<file path="src/rtl/adder_pipe_pkg.sv">
// Shared types and mode encodings for the pipelined multi-lane approximate adder.
package adder_pipe_pkg;

  typedef logic [1:0] mode_t;

  localparam mode_t MODE_EXACT = 2'd0;
  localparam mode_t MODE_LOA   = 2'd1;
  localparam mode_t MODE_TRUNC = 2'd2;
  localparam mode_t MODE_RSVD  = 2'd3;

endpackage

</file>
<file path="src/rtl/adder_pipe_stage.sv">
// One carry-split segment of the adder for all lanes: adds segment IDX, registers its carry,
// and forwards operands, mode, valid and the partially assembled sum to the next stage.
module adder_pipe_stage
  import adder_pipe_pkg::*;
#(
  parameter int unsigned WIDTH       = 16,
  parameter int unsigned LANES       = 4,
  parameter int unsigned STAGES      = 4,
  parameter int unsigned APPROX_BITS = 4,
  parameter bit          SIGNED      = 1'b0,
  parameter int unsigned IDX         = 0
) (
  input  logic                       clk,
  input  logic                       rst_n,
  input  logic                       i_en,
  input  logic                       i_valid,
  input  mode_t                      i_mode,
  input  logic [LANES*WIDTH-1:0]     i_a,
  input  logic [LANES*WIDTH-1:0]     i_b,
  input  logic [LANES-1:0]           i_carry,
  input  logic [LANES*(WIDTH+1)-1:0] i_sum,
  output logic                       o_valid,
  output mode_t                      o_mode,
  output logic [LANES*WIDTH-1:0]     o_a,
  output logic [LANES*WIDTH-1:0]     o_b,
  output logic [LANES-1:0]           o_carry,
  output logic [LANES*(WIDTH+1)-1:0] o_sum
);

  localparam int unsigned SegW = WIDTH / STAGES;
  localparam int unsigned Lo   = IDX * SegW;
  localparam logic [SegW-1:0] LowMask = ~({SegW{1'b1}} << APPROX_BITS);
  // Top bit of the approximate part: its AND generates the LOA carry.
  localparam logic [SegW-1:0] LoaMask = LowMask & ~(LowMask >> 1);

  logic [SegW-1:0]              w_a_seg;
  logic [SegW-1:0]              w_b_seg;
  logic [SegW:0]                w_exact;
  logic [SegW:0]                w_hi;
  logic [SegW:0]                w_res;
  logic                         w_cin_apx;
  logic                         w_apx;
  logic [LANES*(WIDTH+1)-1:0]   w_sum;
  logic [LANES-1:0]             w_carry;

  always_comb begin
    w_sum     = i_sum;
    w_carry   = '0;
    w_a_seg   = '0;
    w_b_seg   = '0;
    w_exact   = '0;
    w_hi      = '0;
    w_res     = '0;
    w_cin_apx = 1'b0;
    w_apx     = (IDX == 0) && (i_mode == MODE_LOA || i_mode == MODE_TRUNC);
    for (int l = 0; l < LANES; l++) begin
      w_a_seg   = i_a[l*WIDTH + Lo +: SegW];
      w_b_seg   = i_b[l*WIDTH + Lo +: SegW];
      w_exact   = {1'b0, w_a_seg} + {1'b0, w_b_seg} + {{SegW{1'b0}}, i_carry[l]};
      w_cin_apx = (i_mode == MODE_LOA) && |(w_a_seg & w_b_seg & LoaMask);
      // Exact add of the bits above the approximate part; realigned by the shift below.
      w_hi      = {1'b0, w_a_seg >> APPROX_BITS} + {1'b0, w_b_seg >> APPROX_BITS}
                + {{SegW{1'b0}}, w_cin_apx};
      w_res     = w_apx ? ((w_hi << APPROX_BITS)
                           | {1'b0, (w_a_seg | w_b_seg) & LowMask & {SegW{i_mode == MODE_LOA}}})
                        : w_exact;
      w_sum[l*(WIDTH+1) + Lo +: SegW] = w_res[SegW-1:0];
      w_carry[l] = w_res[SegW];
      if (IDX == STAGES - 1) begin
        w_sum[l*(WIDTH+1) + WIDTH] = SIGNED ? (i_a[l*WIDTH + WIDTH-1] ^ i_b[l*WIDTH + WIDTH-1]
                                               ^ w_res[SegW])
                                            : w_res[SegW];
      end
    end
  end

  always_ff @(posedge clk or negedge rst_n) begin
    if (!rst_n) begin
      o_valid <= 1'b0;
      o_mode  <= MODE_EXACT;
      o_a     <= '0;
      o_b     <= '0;
      o_carry <= '0;
      o_sum   <= '0;
    end else if (i_en) begin
      o_valid <= i_valid;
      o_mode  <= i_mode;
      o_a     <= i_a;
      o_b     <= i_b;
      o_carry <= w_carry;
      o_sum   <= w_sum;
    end
  end

endmodule

</file>
<file path="src/rtl/adder_pipe.sv">
// Multi-lane pipelined adder with exact, lower-part-OR and truncated modes; one segment per
// stage, valid/ready flow control with a global stall.
module adder_pipe
  import adder_pipe_pkg::*;
#(
  parameter int unsigned WIDTH       = 16,
  parameter int unsigned LANES       = 4,
  parameter int unsigned STAGES      = 4,
  parameter int unsigned APPROX_BITS = 4,
  parameter bit          SIGNED      = 1'b0
) (
  input  logic                       clk,
  input  logic                       rst_n,
  input  logic                       in_valid,
  output logic                       in_ready,
  input  logic [LANES*WIDTH-1:0]     A,
  input  logic [LANES*WIDTH-1:0]     B,
  input  logic [LANES-1:0]           Carry,
  input  mode_t                      mode,
  output logic                       out_valid,
  input  logic                       out_ready,
  output logic [LANES*(WIDTH+1)-1:0] OUT
);

  logic                       w_advance;
  logic                       w_valid [STAGES+1];
  mode_t                      w_mode  [STAGES+1];
  logic [LANES*WIDTH-1:0]     w_a     [STAGES+1];
  logic [LANES*WIDTH-1:0]     w_b     [STAGES+1];
  logic [LANES-1:0]           w_carry [STAGES+1];
  logic [LANES*(WIDTH+1)-1:0] w_sum   [STAGES+1];

  // All stages move together; an empty output slot or a taken result frees the pipe.
  assign w_advance  = ~out_valid | out_ready;
  assign in_ready   = w_advance;

  assign w_valid[0] = in_valid;
  assign w_mode[0]  = mode;
  assign w_a[0]     = A;
  assign w_b[0]     = B;
  assign w_carry[0] = Carry;
  assign w_sum[0]   = '0;

  for (genvar k = 0; k < STAGES; k++) begin : g_stage
    adder_pipe_stage #(
      .WIDTH       (WIDTH),
      .LANES       (LANES),
      .STAGES      (STAGES),
      .APPROX_BITS (APPROX_BITS),
      .SIGNED      (SIGNED),
      .IDX         (k)
    ) u_stage (
      .clk     (clk),
      .rst_n   (rst_n),
      .i_en    (w_advance),
      .i_valid (w_valid[k]),
      .i_mode  (w_mode[k]),
      .i_a     (w_a[k]),
      .i_b     (w_b[k]),
      .i_carry (w_carry[k]),
      .i_sum   (w_sum[k]),
      .o_valid (w_valid[k+1]),
      .o_mode  (w_mode[k+1]),
      .o_a     (w_a[k+1]),
      .o_b     (w_b[k+1]),
      .o_carry (w_carry[k+1]),
      .o_sum   (w_sum[k+1])
    );
  end

  assign out_valid = w_valid[STAGES];
  assign OUT       = w_sum[STAGES];

  logic w_unused;
  assign w_unused = ^{w_mode[STAGES], w_a[STAGES], w_b[STAGES], w_carry[STAGES]};

endmodule

</file>
<file path="config.mk">
export PLATFORM = sky130hd
export DESIGN_NAME = adder_pipe
export DESIGN_NICKNAME = d
export VERILOG_FILES = /design/src/rtl/adder_pipe_pkg.sv /design/src/rtl/adder_pipe_stage.sv /design/src/rtl/adder_pipe.sv
export SDC_FILE = /design/constraint.sdc
export NUM_CORES = 1
export LEC_CHECK = 0
export BUFFER_PORTS_ARGS = -buffer_cell sky130_fd_sc_hd__buf_4
export CAP_MARGIN = 20
export CORE_UTILIZATION = 25
export CTS_CLUSTER_DIAMETER = 120
export CTS_CLUSTER_SIZE = 12
export DETAILED_ROUTE_END_ITERATION = 7
export HOLD_SLACK_MARGIN = 0.05
export PLACE_DENSITY_LB_ADDON = 0.1
export SYNTH_ARGS = -nofsm -noshare
export SYNTH_HDL_FRONTEND = slang
export SYNTH_SLANG_ARGS = --single-unit
export TNS_END_PERCENT = 50
</file>
<file path="constraint.sdc">
create_clock -name clk -period 1.8 [get_ports clk]
set_input_delay 0.18 -clock clk [delete_from_list [all_inputs] [get_ports clk]]
set_output_delay 0.18 -clock clk [all_outputs]
set_load 0.02 [all_outputs]
</file>
* Word level (Yosys, flattened, before mapping)
Cells that the tools add are included.
** Word-level totals
- Flip-flop bits (word level) :: 564
- Output and inout bits :: 70
** Cells by class
- Add/subtract/negate cells :: 32
- Equality and inequality tests :: 2
- Muxes and demuxes :: 4
- Bitwise gates (word level) :: 18
- Reductions and logical operators :: 5
** Operator list (number)
- 4-bit by 4-bit adder with 5-bit output :: 16
- 5-bit by 1-bit adder with 5-bit output :: 16
- 4-bit bitwise AND :: 8
- 5-bit two-way mux :: 4
- 5-bit by 4-bit bitwise OR with 5-bit output :: 4
- 4-bit bitwise OR :: 4
- 1-bit logical AND :: 4
- 2-bit by 1-bit == test with 1-bit output (second input constant) :: 1
- 2-bit == test (second input constant) :: 1
- 1-bit logical OR :: 1
- 1-bit NOT :: 1
- 1-bit bitwise OR :: 1

* Longest topological paths before layout
Gate-level depths: netlist (run 1).
- Depth in word-level cells :: 4
- Mapped depth :: 8
- Depth with buffers taken out :: 6

* Cells and area by module
Synthesis (run 1) repeated with hierarchy kept, for this count alone.
** Unflattened totals
- Cell total of the unflattened synthesis :: 2111
- Area, all modules :: 33719.8 sq um
** By module, submodules not included
- adder_pipe_stage (g_stage[0].u_stage) :: times used 1, cells each 566, area each 9047.4 sq um, seq. area each 5079.9 sq um
- adder_pipe_stage (g_stage[1].u_stage) :: times used 1, cells each 516, area each 8277.9 sq um, seq. area each 5079.9 sq um
- adder_pipe_stage (g_stage[2].u_stage) :: times used 1, cells each 517, area each 8244.2 sq um, seq. area each 5079.9 sq um
- adder_pipe_stage (g_stage[3].u_stage) :: times used 1, cells each 510, area each 8140.3 sq um, seq. area each 4979.8 sq um
- adder_pipe :: times used 1, cells each 2, area each 10.0 sq um, seq. area each 0.0 sq um

* Least setup slack after synthesis (run 1)
Ideal clock, no wire load.
- Kind :: register to register
- Start point :: register g_stage[2].u_stage.o_carry[3]
- End point :: register g_stage[3].u_stage.o_sum[67]
- Setup time :: 0.123 ns
- Data arrival time :: 1.598 ns
- Required time :: 1.677 ns
- Setup slack :: 0.078 ns
- Cell stages (with the launch flop) :: 6
- Clock period less this slack :: 1.722 ns
- Path through :: dfrtp_1 fa_1 fa_1 a21o_1 a21oi_1 a21oi_1
** On the way
- Cells in the longest elaborated chain, start to end :: 1
** RTL lines
- start: declaration :: line adder_pipe_stage.sv:26 : output logic [LANES-1:0] o_carry,
- start signal: assignment :: line adder_pipe_stage.sv:90 : o_carry <= w_carry;
- 5-bit by 1-bit adder with 5-bit output :: line adder_pipe_stage.sv:59 : w_exact = {1'b0, w_a_seg} + {1'b0, w_b_seg} + {{SegW{1'b0}}, i_carry[l]};
- end signal: assignment :: line adder_pipe_stage.sv:91 : o_sum <= w_sum;
- end: declaration :: line adder_pipe_stage.sv:27 : output logic [LANES*(WIDTH+1)-1:0] o_sum
Every way passes these cells.
A chain may end at the register's enable or synchronous reset.

* Worst setup path in the final report (run 1)
- Start point :: register g_stage[3].u_stage.o_valid
- End point :: output port in_ready
** On the way
- Cells in the longest elaborated chain, start to end :: 2
** RTL lines
- start: declaration :: line adder_pipe_stage.sv:22 : output logic o_valid,
- start signal: assignment :: line adder_pipe_stage.sv:86 : o_valid <= i_valid;
- 1-bit NOT :: line adder_pipe.sv:34 : assign w_advance = ~out_valid | out_ready;
- 1-bit bitwise OR :: line adder_pipe.sv:34
- end: declaration :: line adder_pipe.sv:15 : output logic in_ready,
Every way passes these cells.

==> results of run 1 <==
==> final timing paths <==
kind                                              start                             to  slack, ns  depth (start not counted)
setup / recovery             g_stage[3].u_stage.o_valid                       in_ready       0.08                          4
hold / removal                                    B[51]  g_stage[0].u_stage.o_carry[3]       0.13                          4
setup reg to reg             g_stage[2].u_stage.o_a[60]   g_stage[3].u_stage.o_sum[67]       0.09                          5
hold reg to reg            g_stage[2].u_stage.o_sum[40]   g_stage[2].u_stage.o_sum[40]       0.46                          2
max in group asynchronous                         rst_n     g_stage[1].u_stage.o_b[26]       0.97                          3
min in group asynchronous                         rst_n     g_stage[0].u_stage.o_a[46]       0.14                          2
==> registers in the layout, summed over array words and instances, names as in the netlist <==
| name | cells |
|---|---|
| g_stage.u_stage.o_carry | 12 |
| g_stage.u_stage.o_a | 96 |
| g_stage.u_stage.o_valid | 4 |
| g_stage.u_stage.o_sum | 164 |
| g_stage.u_stage.o_b | 96 |
==> power breakdown <==
part	internal [mW]	total (mW)	switching, mW	leakage, nW
clock	3.62	6.78	3.16	0.456
combinational	5.64	13.0	7.38	6.05
sequential	12.0	14.2	2.17	4.50
==> synth_stat cells (2+ instances only) <==
master,number
nand2_1,862
dfrtp_1,372
inv_1,80
o21ai_0,66
ha_1,65
a21oi_1,48
nor2_1,48
fa_1,32
buf_6,31
clkbuf_1,25
xor2_1,24
nor2b_1,22
buf_2,20
o21a_1,15
o221ai_1,12
buf_4,11
a21o_1,10
a31oi_1,4
nor3_1,4
o211ai_1,4
a221oi_1,3
a31o_2,3
and2_1,3
or3_1,3
nand2b_1,2
xnor2_1,2
==> worst max-delay path: cells and delay by family, from the launching register on <==
kind                   cells  cell delay [ns]
flip-flops                 1             0.35
buffers and inverters      3             0.41
AND/OR/NAND/NOR            1             0.23
==> cell type report <==
type | instances | area (µm²)
multi-input combinational | 1234 | 6310
clock buffer | 37 | 926
antenna | 4 | 10.0
inverter | 81 | 312
sequential | 372 | 9310
timing repair buffer | 375 | 3380
tap | 855 | 1070
fill | 6883 | 43600
timing repair inverter | 1 | 6.26
==> repair_timing <==
item,CTS,global route
resized for setup,2,6
cloned,2,1
setup buffers,3,0
setup endpoints to repair,2,9
endpoints found under the hold margin,469,0
pin swaps,0,1
hold buffers,98,0
==> stage by stage <==
| step | total power, mW | worst slack (ns) | cell area, µm² | instances |
|---|---|---|---|---|
| after floorplan | 22.3 | 0.0783 | 16500 | 1774 |
| after global placement | 27.2 | 0.0296 | 19300 | 2814 |
| after detailed placement | 27.4 | 0.000221 | 19300 | 2814 |
| after CTS | 34.9 | 0.0247 | 21300 | 2954 |
| after global routing | 37.2 | 0.00270 | 21300 | 2958 |
| final | 34.0 | 0.0846 | 21300 | 2959 |
==> layer usage <==
layer / vias to the layer above / GRT usage / part of all wire
li1: 6148 / - / -
met1: 5885 / 0.182 / 0.47
met2: 152 / 0.220 / 0.46
met3: 57 / 0.0351 / 0.054
met4: 14 / 0.0317 / 0.016
met5: - / 0 / 0.0018
==> cells by family after synthesis <==
kind of cell / after synthesis / share of synthesized area
simple gates: 944 / 0.219
flops: 372 / 0.563
buf+inv: 168 / 0.0562
compound gates: 167 / 0.0595
fa+ha+maj: 97 / 0.0880
xor+xnor: 26 / 0.0138
==> results.txt, run 1 <==
----------------------------------------------------
[Yosys]
  Number of warnings issued by yosys ... 0
  Main area contributors after synthesis ... dfrtp_1, nand2_1, ha_1
  Post-Synthesis Cells ... 1774
  Net count of the mapped netlist ... 2009
  Fraction of synthesis flops using an asynchronous set or reset pin ... 1.00
  Number of flip-flops and latches in the synthesized netlist ... 372
  Primary flip-flop cell chosen by synthesis mapping ... dfrtp_1
  Share of the synthesized area in the top cell type ... 0.563
  Avg Inst Size Synth ... 9.32 µm²
  Post-synth EDFFs ... 0
  Post-synthesis cell type with the largest combined area ... dfrtp_1
  Synth Cell Area ... 16500 µm²
  Share of synthesized area occupied by flip-flops and latches ... 0.563
  Yosys cell types ... 29

[Worst setup path]
  CP max FO ... 13
  Worst Path Required ... 1.62 ns
  Cell breakdown of the critical path ... nor2b_4 -> inv_8 -> buf_16 -> buf_4
  Crit Path Class ... flip-flop to output port
  Critical Path Start Type ... flip-flop
  Data arrival time at the worst-slack endpoint ... 1.54 ns
  Slowest cell on the critical path ... dfrtp_1
  Crit. End Element ... output port
  Largest stage delay, worst path ... 0.35 ns

[Detailed routing]
  First-pass iteration count of the detailed router ... 4
  Average wire per cell in the routed design ... 15.1 µm
  Residual antenna-violating net count after detailed routing ... 0
  Detailed-route DRC error count ... 0
  DR vias ... 12256
  First DRT Iteration DRCs ... 551
  Final routed wirelength across all metal layers ... 44700 µm
  Post-DR vias/cell ... 4.14

[Cells and area]
  Most used cells in the layout excluding fill and tap cells ... nand2_1, dfrtp_1, buf_4, dlygate4sd3_1, inv_1
  Layout cell share with drive strength beyond 1 ... 0.155
  Final core area utilization ... 0.328
  Signed area change from the synthesized netlist to the final layout ... 29.0%
  Count of nets after finishing ... 2336
  Most frequent standard cell in the layout excluding fill and tap cells ... nand2_1

[Floorplan]
  Die outline area ... 67100 µm²
  Cell Rows ... 93
  Starting density of the core ... 0.255
  Top-level I/O count ... 208
  Placeable core region ... 64900 µm²
  Die span in y ... 259 µm
  Die width ... 259 µm

[Timing]
  Upper clock frequency limit ... 583 MHz
  Worst hold slack ... 0.134 ns
  Slew Limit Fails ... 0
  Setup total negative slack ... 0 ns
  Total count of hold-check failures in the final report ... 0
  Final period demand of the worst path ... 1.72 ns
  Number of setup violations in the final report ... 0
  Relative max-transition margin ... 0.737
  Final period util ... 0.953
  RSZ-0062 raised after global routing ... false
  Setup Skew ... 0.00780 ns
  Pin slew with the least headroom to its limit ... 0.395 ns

[Global route]
  Wire length of the first global-routing pass ... 72100 µm
  Global-route usage over all layers ... 0.136
  Initial antenna violation count ... 10
  Global route total overflow ... 0
  Via count of the first global-routing pass ... 12862
  Largest net degree at the start of global routing ... 83

[Clock network]
  CTS Root Cell ... clkbuf_16
  Sink count of the clock tree ... 372
  Number of CTS-inserted buffers ... 36
  Clock Tree Buf Depth ... 3
  TritonCTS clock tree ... done
  Depth of the CTS H-tree ... 2
  Clock slew seen by the registers of the worst setup and hold paths ... 0.06 ns
  Insertion delay of the later-clocked pin in the worst-skew pair ... 0.53 ns

[Power]
  Cell area power density ... 1590 nW/µm²
  Maximum resistive drop on vdd ... 0.672 mV
  Leakage dissipation ... 11.0 nW

[Placed design]
  Post-detail-place hpwl ... 31200 µm
  Global placer's final weighted congestion ... 0.726
  Number of I/O port buffers ... 207

[Job]
  MaxCap Viol Count ... 0

[Run status]
  Run status ... completed

[Worst hold path]
  Class of the tightest hold or removal check ... input pin to flip-flop

----------------------------------------------------
Power figures use the tool's default switching activity.
==> run 2: changes to the inputs <==
Settings changed: ABC_AREA set to 1, PLACE_DENSITY_LB_ADDON 0.1 to unset.
==> results.txt, run 2 <==
----------------------------------------------------
[Floorplan]
  Starting density of the core ... 0.253 (was 0.255)
  Cell Rows ... 94 (was 93)
  Die span in y ... 260 µm (was 259 µm)
  Top-level I/O count ... 208 (unchanged)
  Placeable core region ... 65900 µm² (was 64900 µm²)
  Die width ... 260 µm (was 259 µm)
  Die outline area ... 67600 µm² (was 67100 µm²)

[Yosys]
  Yosys cell types ... 27 (was 29)
  Avg Inst Size Synth ... 9.07 µm² (was 9.32 µm²)
  Net count of the mapped netlist ... 2069 (was 2009)
  Post-synthesis cell type with the largest combined area ... dfrtp_1 (unchanged)
  Post-synth EDFFs ... 0 (unchanged)
  Post-Synthesis Cells ... 1834 (was 1774)
  Number of warnings issued by yosys ... 0 (unchanged)
  Synth Cell Area ... 16600 µm² (was 16500 µm²)
  Most numerous cell in the Yosys netlist ... nand2_1 (unchanged)
  Commonest cells post-synth ... nand2_1, dfrtp_1, inv_1 (unchanged)
  Number of flip-flops and latches in the synthesized netlist ... 372 (unchanged)
  Fraction of synthesis flops using an asynchronous set or reset pin ... 1.00 (unchanged)
  Share of the synthesized area in the top cell type ... 0.559 (was 0.563)
  Primary flip-flop cell chosen by synthesis mapping ... dfrtp_1 (unchanged)
  Main area contributors after synthesis ... dfrtp_1, nand2_1, ha_1 (unchanged)
  Share of synthesized area occupied by flip-flops and latches ... 0.559 (was 0.563)

[Timing]
  RSZ-0062 raised after global routing ... true (was false)
  Final period demand of the worst path ... 1.75 ns (was 1.72 ns)
  Worst hold slack ... 0.104 ns (was 0.134 ns)
  Final period util ... 0.972 (was 0.953)
  Number of setup violations in the final report ... 0 (unchanged)
  Slew Limit Fails ... 0 (unchanged)
  Relative max-transition margin ... 0.692 (was 0.737)
  Total count of hold-check failures in the final report ... 0 (unchanged)
  Setup Skew ... 0.0234 ns (was 0.00780 ns)
  Pin slew with the least headroom to its limit ... 0.462 ns (was 0.395 ns)
  Post-route setup slack ... 0.0505 ns (was 0.0846 ns)
  Setup total negative slack ... 0 ns (unchanged)
  Upper clock frequency limit ... 572 MHz (was 583 MHz)

[Clock network]
  Clock slew seen by the registers of the worst setup and hold paths ... 0.06 ns (about the same)
  Number of CTS-inserted buffers ... 36 (unchanged)
  Clock Tree Buf Depth ... 3 (unchanged)
  Sink count of the clock tree ... 372 (unchanged)
  CTS Root Cell ... clkbuf_16 (unchanged)
  Depth of the CTS H-tree ... 2 (unchanged)
  Insertion delay of the later-clocked pin in the worst-skew pair ... 0.56 ns (was 0.53 ns)
  TritonCTS clock tree ... done (unchanged)

[Global route]
  Largest net degree at the start of global routing ... 154 (was 83)
  Wire length of the first global-routing pass ... 68100 µm (was 72100 µm)
  Global-route usage over all layers ... 0.128 (was 0.136)
  Global route total overflow ... 0 (unchanged)
  Initial antenna violation count ... 7 (was 10)
  Via count of the first global-routing pass ... 12505 (was 12862)

[Cells and area]
  Signed area change from the synthesized netlist to the final layout ... 29.2% (was 29.0%)
  Final core area utilization ... 0.326 (was 0.328)
  Largest registers ... g_stage.u_stage.o_sum x164, g_stage.u_stage.o_a x96, g_stage.u_stage.o_b x96 (unchanged)
  Most used cells in the layout excluding fill and tap cells ... nand2_1, dfrtp_1, buf_4, inv_1, o21ai_0 (was nand2_1, dfrtp_1, buf_4, dlygate4sd3_1, inv_1)
  Largest reg by FF count ... g_stage.u_stage.o_sum (unchanged)
  Count of nets after finishing ... 2392 (was 2336)
  Filler-free cell count of the finished design ... 3024 (was 2959)
  Layout cell share with drive strength beyond 1 ... 0.150 (was 0.155)
  Design area ... 21500 µm² (was 21300 µm²)
  Fill cell total of the finished layout ... 6874 (was 6883)
  Most frequent standard cell in the layout excluding fill and tap cells ... nand2_1 (unchanged)
  Largest register FFs ... 164 (unchanged)

[Worst setup path]
  Crit. End Element ... output port (unchanged)
  Data arrival time at the worst-slack endpoint ... 1.57 ns (was 1.54 ns)
  Setup slack on the worst flop-to-flop path ... 0.07 ns (was 0.09 ns)
  FF-to-FF path depth ... 8 (was 5)
  Endpoint of the worst-slack reg-to-reg timing path ... g_stage[2].u_stage.o_carry[0] (was g_stage[3].u_stage.o_sum[67])
  CP max FO ... 18 (was 13)
  Critical Path Start Type ... flip-flop (unchanged)
  Crit Path Class ... flip-flop to output port (unchanged)
  Source of the worst register-to-register timing path ... g_stage[3].u_stage.o_valid (was g_stage[2].u_stage.o_a[60])
  Worst Path Required ... 1.62 ns (about the same)

[Detailed routing]
  Average wire per cell in the routed design ... 14.1 µm (was 15.1 µm)
  First DRT Iteration DRCs ... 760 (was 551)
  Residual antenna-violating net count after detailed routing ... 0 (unchanged)
  First-pass iteration count of the detailed router ... 6 (was 4)
  Post-DR vias/cell ... 4.12 (was 4.14)
  Final routed wirelength across all metal layers ... 42500 µm (was 44700 µm)
  Detailed-route DRC error count ... 0 (unchanged)
  DR vias ... 12466 (was 12256)

[Placed design]
  Number of I/O port buffers ... 207 (unchanged)
  Setup WS pre-CTS ... -0.0416 ns (was 0.000221 ns)
  Post-detail-place hpwl ... 28000 µm (was 31200 µm)
  Global placer's final weighted congestion ... 0.776 (was 0.726)
  Placement-stage cell area ... 19300 µm² (about the same)
  Placed Instances ... 2873 (was 2814)

[Power]
  Maximum resistive drop on vdd ... 0.734 mV (was 0.672 mV)
  Sum of internal, switching and leakage power ... 33.8 mW (was 34.0 mW)
  Leakage dissipation ... 11.1 nW (was 11.0 nW)
  Cell area power density ... 1570 nW/µm² (was 1590 nW/µm²)

[Job]
  MaxCap Viol Count ... 0 (unchanged)

[Worst hold path]
  Class of the tightest hold or removal check ... input pin to asynchronous set/reset pin (was input pin to flip-flop)

[Run status]
  Run status ... completed (unchanged)

----------------------------------------------------
run 2: cell count changes in the layout (fill, tap and decap cells not counted), moves of 12 or more:
cell,before,now
a31oi_1,4,20
xor2_1,24,0
a21oi_1,48,31
buf_4,253,241
o21ai_1,1,25
nand2_1,862,783
nand3_1,0,39
o21ai_0,66,114
inv_1,80,164
nor2b_1,21,0
nor2_1,48,60
run 2: logic make-up after synthesis:
family / share of synthesized area
flip-flops: 0.559
XOR/XNOR: 0.00158
AO/OA/AOI/OAI: 0.0693
buffers and inverters: 0.0734
AND/OR/NAND/NOR: 0.209
adder cells (fa/ha/maj): 0.0874
run 2: where the power goes:
group	total (mW)	internal, mW	switching (mW)	leakage [nW]
Combinational	12.8	5.25	7.52	6.09
Clock	6.95	3.73	3.22	0.475
Sequential	14.1	12.0	2.07	4.50
run 2: final cells by class:
type | instances | area [µm²] | area share
sequential | 372 | 9310 | 0.433
clock inverter | 1 | 16.3 | 0.000757
clock buffer | 38 | 951 | 0.0442
inverter | 167 | 639 | 0.0297
tap | 864 | 1080 | 0.0503
timing repair buffer | 367 | 3340 | 0.155
timing repair inverter | 2 | 17.5 | 0.000815
multi-input combinational | 1211 | 6140 | 0.285
antenna | 2 | 5.00 | 0.000233
run 2: worst max path at each step:
stage,start,end,slack (ns),cells past startpoint
floorplan,g_stage[2].u_stage.o_carry[3],g_stage[3].u_stage.o_sum[67],0.16,6
global placement,g_stage[0].u_stage.o_carry[0],g_stage[1].u_stage.o_carry[0],-0.04,6
detailed placement,g_stage[0].u_stage.o_carry[0],g_stage[1].u_stage.o_carry[0],-0.04,6
CTS,g_stage[3].u_stage.o_valid,in_ready,-0.02,5
global route,g_stage[3].u_stage.o_valid,in_ready,-0.02,5
finish,g_stage[3].u_stage.o_valid,in_ready,0.05,5
run 2: worst max-delay path, cell delays in order (launching register included):
cell     delay, ns
dfrtp_1       0.39
inv_2         0.06
nor2_4        0.21
inv_12        0.04
buf_16        0.16
buf_8         0.14
run 2: per-layer routing:
| layer | up-vias | routed length (µm) | track usage |
|---|---|---|---|
| met5 | - | 38 | 0 |
| met4 | 8 | 583 | 0.0275 |
| met3 | 48 | 2010 | 0.0304 |
| met2 | 166 | 19300 | 0.203 |
| met1 | 5922 | 20600 | 0.176 |
| li1 | 6322 | - | - |
run 2: repair_timing:
item,4_1_cts,5_1_grt
gates cloned,4,1
setup buffers,4,1
resized for setup,14,12
pin swaps,5,4
setup endpoints to repair,4,127
hold buffers,100,0
hold endpoints to repair,470,0
==> run 3: changes to the inputs <==
Settings changed: CTS_BUF_LIST set to sky130_fd_sc_hd__clkbuf_4 sky130_fd_sc_hd__clkbuf_8.
==> results.txt, run 3 (synthesized netlist as in run 2, its figures left out) <==
----------------------------------------------------
[Run status]
  Run status ... completed (unchanged)

[Global route]
  Initial antenna violation count ... 8 (was 7)
  Wire length of the first global-routing pass ... 68700 µm (was 68100 µm)
  Largest net degree at the start of global routing ... 154 (unchanged)
  Global-route usage over all layers ... 0.129 (was 0.128)
  Global route total overflow ... 0 (unchanged)
  Via count of the first global-routing pass ... 12621 (was 12505)

[Detailed routing]
  Detailed-route DRC error count ... 0 (unchanged)
  Post-DR vias/cell ... 4.13 (was 4.12)
  Average wire per cell in the routed design ... 14.2 µm (was 14.1 µm)
  First DRT Iteration DRCs ... 659 (was 760)
  Residual antenna-violating net count after detailed routing ... 0 (unchanged)
  First-pass iteration count of the detailed router ... 4 (was 6)
  DR vias ... 12568 (was 12466)
  Final routed wirelength across all metal layers ... 43200 µm (was 42500 µm)

[Worst setup path]
  Crit. End Element ... flip-flop (was output port)
  Largest stage delay, worst path ... 0.41 ns (was 0.39 ns)
  Endpoint of the worst-slack reg-to-reg timing path ... g_stage[3].u_stage.o_sum[67] (was g_stage[2].u_stage.o_carry[0])
  Data arrival time at the worst-slack endpoint ... 2.17 ns (was 1.57 ns)
  Worst Path Required ... 2.28 ns (was 1.62 ns)
  Source of the worst register-to-register timing path ... g_stage[2].u_stage.o_carry[3] (was g_stage[3].u_stage.o_valid)
  CP max FO ... 2 (was 18)
  Critical Path Start Type ... flip-flop (unchanged)
  Cell breakdown of the critical path ... fa_2 -> fa_1 -> nand2_1 -> inv_1 -> o21ai_0 -> a21oi_1 (was inv_2 -> nor2_4 -> inv_12 -> buf_16 -> buf_8)
  FF-to-FF path depth ... 6 (was 8)
  Crit Path Class ... flip-flop to flip-flop (was flip-flop to output port)
  Setup slack on the worst flop-to-flop path ... 0.11 ns (was 0.07 ns)
  Slowest cell on the critical path ... dfrtp_1 (unchanged)

[Cells and area]
  Largest reg by FF count ... g_stage.u_stage.o_sum (unchanged)
  Count of nets after finishing ... 2413 (was 2392)
  Signed area change from the synthesized netlist to the final layout ... 27.9% (was 29.2%)
  Design area ... 21300 µm² (was 21500 µm²)
  Most frequent standard cell in the layout excluding fill and tap cells ... nand2_1 (unchanged)
  Most used cells in the layout excluding fill and tap cells ... nand2_1, dfrtp_1, buf_4, inv_1, dlygate4sd3_1 (was nand2_1, dfrtp_1, buf_4, inv_1, o21ai_0)
  Filler-free cell count of the finished design ... 3046 (was 3024)
  Layout cell share with drive strength beyond 1 ... 0.151 (was 0.150)
  Largest register FFs ... 164 (unchanged)
  Final core area utilization ... 0.323 (was 0.326)
  Fill cell total of the finished layout ... 6900 (was 6874)
  Largest registers ... g_stage.u_stage.o_sum x164, g_stage.u_stage.o_a x96, g_stage.u_stage.o_b x96 (unchanged)

[Timing]
  Setup total negative slack ... 0 ns (unchanged)
  Final period demand of the worst path ... 1.69 ns (was 1.75 ns)
  Number of setup violations in the final report ... 0 (unchanged)
  Post-route setup slack ... 0.112 ns (was 0.0505 ns)
  Setup Skew ... 0.0270 ns (was 0.0234 ns)
  Slew Limit Fails ... 0 (unchanged)
  Total count of hold-check failures in the final report ... 0 (unchanged)
  RSZ-0062 raised after global routing ... false (was true)
  Worst hold slack ... 0.120 ns (was 0.104 ns)
  Relative max-transition margin ... 0.692 (about the same)
  Pin slew with the least headroom to its limit ... 0.463 ns (was 0.462 ns)
  Upper clock frequency limit ... 592 MHz (was 572 MHz)
  Final period util ... 0.938 (was 0.972)

[Clock network]
  Clock slew seen by the registers of the worst setup and hold paths ... 0.08 ns (was 0.06 ns)
  TritonCTS clock tree ... done (unchanged)
  Number of CTS-inserted buffers ... 36 (unchanged)
  Insertion delay of the later-clocked pin in the worst-skew pair ... 0.62 ns (was 0.56 ns)
  CTS Root Cell ... clkbuf_8 (was clkbuf_16)
  Sink count of the clock tree ... 372 (unchanged)
  Clock Tree Buf Depth ... 3 (unchanged)
  Depth of the CTS H-tree ... 2 (unchanged)

[Placed design]
  Number of I/O port buffers ... 207 (unchanged)
  Placement-stage cell area ... 19300 µm² (unchanged)
  Placed Instances ... 2873 (unchanged)
  Global placer's final weighted congestion ... 0.776 (unchanged)
  Setup WS pre-CTS ... -0.0416 ns (unchanged)
  Post-detail-place hpwl ... 28000 µm (unchanged)

[Power]
  Sum of internal, switching and leakage power ... 31.8 mW (was 33.8 mW)
  Leakage dissipation ... 11.0 nW (was 11.1 nW)
  Maximum resistive drop on vdd ... 0.734 mV (about the same)
  Cell area power density ... 1490 nW/µm² (was 1570 nW/µm²)

[Worst hold path]
  End of the worst hold path ... g_stage[0].u_stage.o_sum[3]
  Startpoint of the lowest-slack hold path ... A[3]
  Class of the tightest hold or removal check ... input pin to flip-flop (was input pin to asynchronous set/reset pin)
  Worst hold path depth ... 6

[Job]
  MaxCap Viol Count ... 0 (unchanged)

[Floorplan]
  Die width ... 260 µm (unchanged)
  Top-level I/O count ... 208 (unchanged)
  Placeable core region ... 65900 µm² (unchanged)
  Die span in y ... 260 µm (unchanged)
  Starting density of the core ... 0.253 (unchanged)
  Die outline area ... 67600 µm² (unchanged)
  Cell Rows ... 94 (unchanged)

----------------------------------------------------
run 3: cell count changes in the layout (fill, tap and decap cells not counted), moves of 2 or more:
cell | previous run | this run
clkbuf_16 | 39 | 2
clkbuf_8 | 0 | 38
dlygate4sd3_1 | 100 | 118
buf_4 | 241 | 243
o21ai_0 | 114 | 112
o21ai_1 | 25 | 27
run 3: what timing repair did:
action / in CTS / in global routing
pin swaps: 4 / 4
endpoints found under the setup margin: 4 / 139
endpoints found under the hold margin: 479 / 0
setup buffers: 5 / 2
gates resized for setup: 15 / 15
hold buffers: 119 / 0
cloned: 4 / 2
run 3: critical path: cells and delay by family, from the launching register on:
kind	cells	cell delay [ns]
compound gates	2	0.25
fa+ha+maj	2	0.80
buf+inv	1	0.04
flops	1	0.41
simple gates	1	0.08
run 3: report_power, final:
group	switching (mW)	internal [mW]
Sequential	2.06	12.0
Combinational	7.57	5.31
Clock	2.95	1.90
run 3: worst max-delay path by stage:
stage	slack, ns	to	startpoint	cells past startpoint
final	0.11	g_stage[3].u_stage.o_sum[67]	g_stage[2].u_stage.o_carry[3]	6
after floorplan	0.16	g_stage[3].u_stage.o_sum[67]	g_stage[2].u_stage.o_carry[3]	6
after global placement	-0.04	g_stage[1].u_stage.o_carry[0]	g_stage[0].u_stage.o_carry[0]	6
after detailed placement	-0.04	g_stage[1].u_stage.o_carry[0]	g_stage[0].u_stage.o_carry[0]	6
after global routing	0.009	g_stage[1].u_stage.o_sum[55]	g_stage[3].u_stage.o_valid	8
after CTS	-0.05	in_ready	g_stage[3].u_stage.o_valid	5
run 3: cell type report:
cell class / count / area, µm² / area share
repair buffers: 388 / 3550 / 0.167
repair inverters: 2 / 17.5 / 0.000823
clock buffers: 38 / 523 / 0.0246
clock inverters: 1 / 8.76 / 0.000412
inverters: 167 / 639 / 0.0300
flip-flops and latches: 372 / 9310 / 0.438
well taps: 864 / 1080 / 0.0508
multi-input cells: 1211 / 6140 / 0.289
diodes: 3 / 7.51 / 0.000353
run 3: layer usage:
| metal | track usage | part of all wire | vias up | wire [µm] |
|---|---|---|---|---|
| met4 | 0.0338 | 0.017 | 8 | 737 |
| li1 | - | - | 6346 | - |
| met2 | 0.207 | 0.46 | 165 | 19800 |
| met1 | 0.176 | 0.49 | 5997 | 20900 |
| met5 | 0 | 0.0011 | - | 49 |
| met3 | 0.0250 | 0.038 | 52 | 1620 |
